==> config.mk <==
export PLATFORM = sky130hd
export DESIGN_NAME = des_round_ctrl
export DESIGN_NICKNAME = d
export VERILOG_FILES = /design/src/rtl/des_pkg.sv /design/src/rtl/des_shift_sched.sv /design/src/rtl/des_round_ctrl.sv
export SDC_FILE = /design/constraint.sdc
export NUM_CORES = 1
export LEC_CHECK = 0
export CAP_MARGIN = 20
export CORE_AREA = 2 2 39 41
export CTS_BUF_LIST = sky130_fd_sc_hd__clkbuf_4
export CTS_CLUSTER_DIAMETER = 120
export DETAILED_ROUTE_END_ITERATION = 7
export DIE_AREA = 0 0 41 43
export GPL_ROUTABILITY_DRIVEN = 0
export MAX_ROUTING_LAYER = met4
export PLACE_DENSITY_LB_ADDON = 0.12
export SETUP_SLACK_MARGIN = 0.5
export SYNTH_ARGS = -nofsm -noshare
export SYNTH_HDL_FRONTEND = slang
export SYNTH_HIERARCHICAL = 1
export SYNTH_SLANG_ARGS = --single-unit
==> constraint.sdc <==
create_clock -name clk -period 4.8 [get_ports clk]
set_clock_uncertainty 0.1 [all_clocks]
set_input_delay 0.72 -clock clk [delete_from_list [all_inputs] [get_ports clk]]
set_output_delay 0.72 -clock clk [all_outputs]
set_load 0.05 [all_outputs]
==> src/rtl/des_pkg.sv <==
// des_pkg: shared types and constants for the DES round controller, key schedule and datapath.
package des_pkg;
    typedef enum logic [1:0] {IDLE, LOAD, ROUND, DONE} des_state_t;
    localparam int DES_ROUNDS = 16;
    // bit r-1 set => round r rotates the key halves by one position
    localparam logic [15:0] SHIFT_ONE_MASK = 16'b1000_0001_0000_0011;
endpackage

==> src/rtl/des_shift_sched.sv <==
// des_shift_sched: per-round C/D rotation amount from round number and mode.
module des_shift_sched
    import des_pkg::*;
#(
    parameter int RND_W = 5
) (
    input  logic             en,
    input  logic             dec,
    input  logic [RND_W-1:0] round_num,
    output logic [1:0]       key_shamt
);
    logic [RND_W-1:0] idx;
    logic             one;
    // decrypt skips the first rotation so the right-rotation total lands back on K16
    always_comb begin
        idx       = round_num - RND_W'(1);
        one       = SHIFT_ONE_MASK[idx[3:0]];
        key_shamt = !en ? 2'd0 : (dec && round_num == RND_W'(1)) ? 2'd0 : one ? 2'd1 : 2'd2;
    end
endmodule

==> src/rtl/des_round_ctrl.sv <==
// des_round_ctrl: IDLE/LOAD/ROUND/DONE sequencer for the iterative DES core.
module des_round_ctrl
    import des_pkg::*;
#(
    parameter int NUM_ROUNDS = DES_ROUNDS,
    parameter int RND_W      = 5
) (
    input  logic             clk,
    input  logic             rst_n,
    input  logic             in_valid,
    output logic             in_ready,
    input  logic             mode_dec,
    input  logic             flush,
    output logic             ld_data,
    output logic             ld_key,
    output logic             round_en,
    output logic [1:0]       key_shamt,
    output logic             key_dir,
    output logic [RND_W-1:0] round_num,
    output logic             last_round,
    output logic             out_valid,
    input  logic             out_ready,
    output logic             busy
);
    des_state_t       state, state_nxt;
    logic [RND_W-1:0] rnd_q;
    logic             mode_q;
    logic             accept;

    // rst_n gates the load strobes so nothing is captured while reset is held
    assign accept = in_valid && in_ready && !flush && rst_n;

    always_ff @(posedge clk or negedge rst_n) begin
        if (!rst_n) begin
            state  <= IDLE;
            rnd_q  <= '0;
            mode_q <= 1'b0;
        end else begin
            state  <= state_nxt;
            rnd_q  <= (state_nxt == ROUND) ? ((state == ROUND) ? rnd_q + RND_W'(1) : RND_W'(1)) : '0;
            mode_q <= accept ? mode_dec : mode_q;
        end
    end

    always_comb begin
        state_nxt = state;
        case (state)
            IDLE:    state_nxt = accept ? LOAD : IDLE;
            LOAD:    state_nxt = ROUND;
            ROUND:   state_nxt = (rnd_q == RND_W'(NUM_ROUNDS)) ? DONE : ROUND;
            DONE:    state_nxt = out_ready ? IDLE : DONE;
            default: state_nxt = IDLE;
        endcase
        if (flush) state_nxt = IDLE;
    end

    always_comb begin
        in_ready   = state == IDLE;
        busy       = state != IDLE;
        out_valid  = state == DONE;
        round_en   = state == ROUND;
        last_round = round_en && rnd_q == RND_W'(NUM_ROUNDS);
        round_num  = rnd_q;
        key_dir    = mode_q;
        ld_data    = accept;
        ld_key     = accept;
    end

    des_shift_sched #(.RND_W(RND_W)) u_sched (
        .en       (round_en),
        .dec      (mode_q),
        .round_num(rnd_q),
        .key_shamt(key_shamt)
    );
endmodule
* Word-level counts from Yosys, hierarchy flattened
Memories as Yosys holds them, arrays and structs flattened.
Cells that the tools add are included.
** Storage, ports and cells
- Output and inout port bits :: 15
- Memories :: 1
- Register bits :: 8
- Memory bits (read-only) :: 16
** Operators by class
- Magnitude comparators :: 1
- Multiplexer cells :: 11
- Eq/ne operators :: 6
- Reduce and logical (&&, ||, !) cells :: 8
- $add $sub $neg :: 2
** Memories
- (no name shown) :: depth 16, width 1, rd ports 1, clocked after Yosys merged registers in 0, write ports 0, line des_shift_sched.sv:17 : one = SHIFT_ONE_MASK[idx[3:0]];
** Operators with widths (count)
- $mux W2 :: 5
- $mux W5 :: 2
- $pmux W2 S4 :: 1
- $eq A2 B2 Y1 const B :: 3
- $add A5 B1 Y5 const B :: 1
- $eq A5 B1 Y1 const B :: 1
- $eq A5 B5 Y1 const B :: 1
- $logic_and A1 B1 Y1 :: 5
- $lt A4 B5 Y1 const B :: 1
- $sub A4 B1 Y4 const B :: 1
- $mux W1 :: 3
- $eq A2 B1 Y1 const B :: 1
- $logic_not A2 Y1 :: 1
- $reduce_bool A2 Y1 :: 1
- $logic_not A1 Y1 :: 1

* Depth between registers and ports, before layout
- Depth after elaboration :: 9
- Depth in mapped cells :: 6
- Gate-level depth less buffers :: 6

* Hierarchy
The synthesis kept the hierarchy.
** By module, submodules not included
- des_round_ctrl :: area each 445.4 um^2, cells each 45, times used 1
- des_shift_sched :: area each 111.4 um^2, cells each 15, times used 1

* Least setup slack after synthesis
Ideal clock, no wire load.
- Path type :: register to output
- Start :: register rnd_q[1] (netlist: round_num[1])
- End :: output key_shamt[0]
- Stages on the path, launching flop included :: 6
- Data arrival time :: 2.502 ns
- Path slack :: 1.478 ns
- Cell sequence :: dfrtp_1 > inv_1 > ha_1 > nor2b_1 > a221oi_2 > nor3_1
** Between the ends
- Longest elaborated chain between the ends :: 6
** RTL lines
- from (decl) :: line des_round_ctrl.sv:26 : logic [RND_W-1:0] rnd_q;
- from (signal assigned) :: line des_round_ctrl.sv:40 : rnd_q <= (state_nxt == ROUND) ? ((state == ROUND) ? rnd_q + RND_W'(1) : RND_W'(1)) : '0;
- $sub A4 B1 Y4 :: line des_shift_sched.sv:16 : idx = round_num - RND_W'(1);
- $mem_v2 Z16 W1
- $mux W1 (not written as such) :: line des_shift_sched.sv:17
- $mux W2 :: line des_shift_sched.sv:18 : key_shamt = !en ? 2'd0 : (dec && round_num == RND_W'(1)) ? 2'd0 : one ? 2'd1 : 2'd2;
- $mux W2 * (2 in a row) :: line des_shift_sched.sv:18
- to (decl) :: line des_round_ctrl.sv:17 : output logic [1:0] key_shamt,
Mark *: on every way between the ends. The rest lies on a longest branch, timed or not. The select of a mux whose other input is x is not followed.

* Worst setup path in the final report
- Start :: input rst_n
- End :: output ld_data
** Between the ends
- Longest elaborated chain between the ends :: 1
** RTL lines
- from (decl) :: line des_round_ctrl.sv:9 : input logic rst_n,
- $logic_and A1 B1 Y1 :: line des_round_ctrl.sv:31 : assign accept = in_valid && in_ready && !flush && rst_n;
- to (decl) :: line des_round_ctrl.sv:14 : output logic ld_data,
No other way between the ends.

==> impl_metrics.yaml <==
run_status:
  status: "complete, no violations"
worst_setup_path:
  critPathArrivalTime_ns: 2.70
  crit_required_ns: 3.98
  cp_max_fo: 10
  end_kind: "output port"
  crit_path_start_kind: "input port"
  crit_type: "input port to output port"
power:
  power_switching_mw: 0.05669
  power_frac_clock: 0.279
  seq_power_share: 0.427
  design_power_total_mw: 0.1756
  pwr-share-comb: 0.294
  sw_frac_of_total: 0.3228
  internal_power_mw: 0.1189
  ir_drop_uv: 152.4
  powerDensity_mw_per_mm2: 221.8
  p_leak_nw: 0.3320
logic_synthesis:
  yosys.area.top_type_share: 0.3596
  synth_area_um2: 556.8
  synth_edf_count: 0
  synth_flop_cell: "dfrtp_1"
  yosysMostFrequentCell: "inv_1"
  yosysTopAreaCell: "dfrtp_1"
  syn-num-nets: 70
  syn_avg_cell_area_um2: 9.280
  synth_common_cells: "inv_1 (11), dfrtp_1 (8), nor2_1 (5)"
  synthTopCellsByArea: "dfrtp_1 (36%), ha_1 (9.0%), inv_1 (7.4%)"
  yosysWarnings: 6
  async_flop_share: 1.000
  synth-seq-area-share: 0.3596
  syn_inst: 60
  yosys.cell_types.count: 29
  synth_seq_cells: 8
floorplan:
  ios: 21
  start_util: 0.4024
  die_w_um: 41
  core_mm2: 0.001384
  die_h_um: 43
  rows: 14
  die_area_mm2: 0.001763
global_route:
  first_global_vias: 433
  grtUsageTotal: 0.1585
  grt_pass1_wl_um: 1759
  grt_overflow_total: 0
  grt_max_degree: 11
  antenna_found_initial: 0
route:
  wirelength_um: 1089
  vias: 491
  wl_per_cell_um: 11.11
  drtAntennaViolNets: 0
  vias_per_cell: 5.010
  dr.pass1.iters: 3
  drc_errors: 0
  drt_iter0_drc: 4
clock_tree:
  cts-htree-levels: 1
  cts.sinks: 8
  post-cts-setup-buffers: 0
  cts.clk_slew.worst_paths_ns: 0.05
  numCtsBuffers: 3
  cts_max_path_buffers: 2
  postCtsHoldBufs: 0
  cts.root.buffer_cell: "clkbuf_4"
  ctsResizeCount: 0
  cts_tree: "yes"
  clk_latency_ns: 0.25
timing:
  period_needed_ns: 3.524
  finalHoldWorstSlack_ns: 0.4223
  tns_ns: 0
  tightest_slew_ns: 0.5088
  final_max_slew_viol_count: 0
  relSlewSlack: 0.6598
  fin_crit_sh: 0.7342
  rsz0062_at_grt: "no"
  fin_ws_ns: 1.276
  hold_viol: 0
  fmax_mhz: 283.7
  setup_viol: 0
worst_hold_path:
  hold_path.class: "register to register"
finish:
  nets: 94
  final_cell_area_um2: 792.0
  fillers: 123
  layout-drive-gt1-share: 0.08537
  final_util: 0.5723
  diodes: 0
  instances_no_fill: 98
  area_growth_pct: 42.25
placement:
  placed_cell_area_um2: 769.5
  pre_cts_ws_ns: 1.236
  dp_cells: 95
  port_buffers: 20
  hpwl_um: 879.9
flow_run:
  drv_cap: 0
cells in the final DEF, fill, tap and decap left out, drive strengths merged, types with 2 or more instances in the layout:
cell / count
clkbuf: 3
nand2b: 2
dfrtp: 8
ha: 4
nand3: 2
a21oi: 2
nand2: 3
xor2: 2
inv: 11
nand3b: 2
clkdlybuf4s50: 20
nor2: 5
nor3: 2
worst max-delay path: stages:
cell and delay [ns]:
clkdlybuf4s50_1 0.71, nand2_1 0.12, nor4_2 0.28, clkdlybuf4s50_1 0.87
routing by layer:
metal  part of all wire  wire (um)  up-vias  GRT usage
met5                  0          0        -          -
met3              0.051         56        0    0.07853
li1                   -          -      251          -
met4                  0          0        0    0.08000
met1               0.42        457      229     0.1846
met2               0.53        574       11     0.2188
cell families after synthesis:
group,synth area share
AOI/OAI and AO/OA,0.1416
xor gates and xnor gates,0.04720
adders and majority gates,0.08989
buffers and inverters,0.08765
DFF,0.3595
muxes,0.02022
and+or+nand+nor,0.2540
power groups by stage:
stage / registers (mW) / logic, mW / clock network, mW
after floorplan: 0.0843 / 0.0242 / 0
after global placement: 0.0762 / 0.0517 / 0
after detailed placement: 0.0761 / 0.0522 / 0
after CTS: 0.0751 / 0.0523 / 0.0518
after global routing: 0.0755 / 0.0553 / 0.0560
final: 0.0750 / 0.0517 / 0.0490
flip-flops by register name, summed over array words and instances, names as in the netlist:
name and flops:
round_num 5, key_dir 1, state 2
area by class of cell:
class | count | area [um^2] | share of cell area
clock buffers | 3 | 22.52 | 0.02844
inverters | 11 | 41.29 | 0.05213
multi-input cells | 40 | 307.8 | 0.3886
flip-flops and latches | 8 | 200.2 | 0.2528
well taps | 16 | 20.02 | 0.02528
repair buffers | 20 | 200.2 | 0.2528
path summary, 6_finish.rpt:
path | startpoint | to | slack, ns | depth (start not counted)
max in group asynchronous | rst_n | round_num[3]$_DFF_PN0_ | 3.65 | 1
min | key_dir$_DFFE_PN0N_ | key_dir$_DFFE_PN0N_ | 0.42 | 1
max | rst_n | ld_data | 1.28 | 4
max reg2reg | round_num[0]$_DFF_PN0_ | round_num[3]$_DFF_PN0_ | 3.22 | 5
min reg2reg | key_dir$_DFFE_PN0N_ | key_dir$_DFFE_PN0N_ | 0.42 | 1
min in group asynchronous | rst_n | key_dir$_DFFE_PN0N_ | 0.66 | 1
Note: power is estimated with default switching activity, not from simulation.
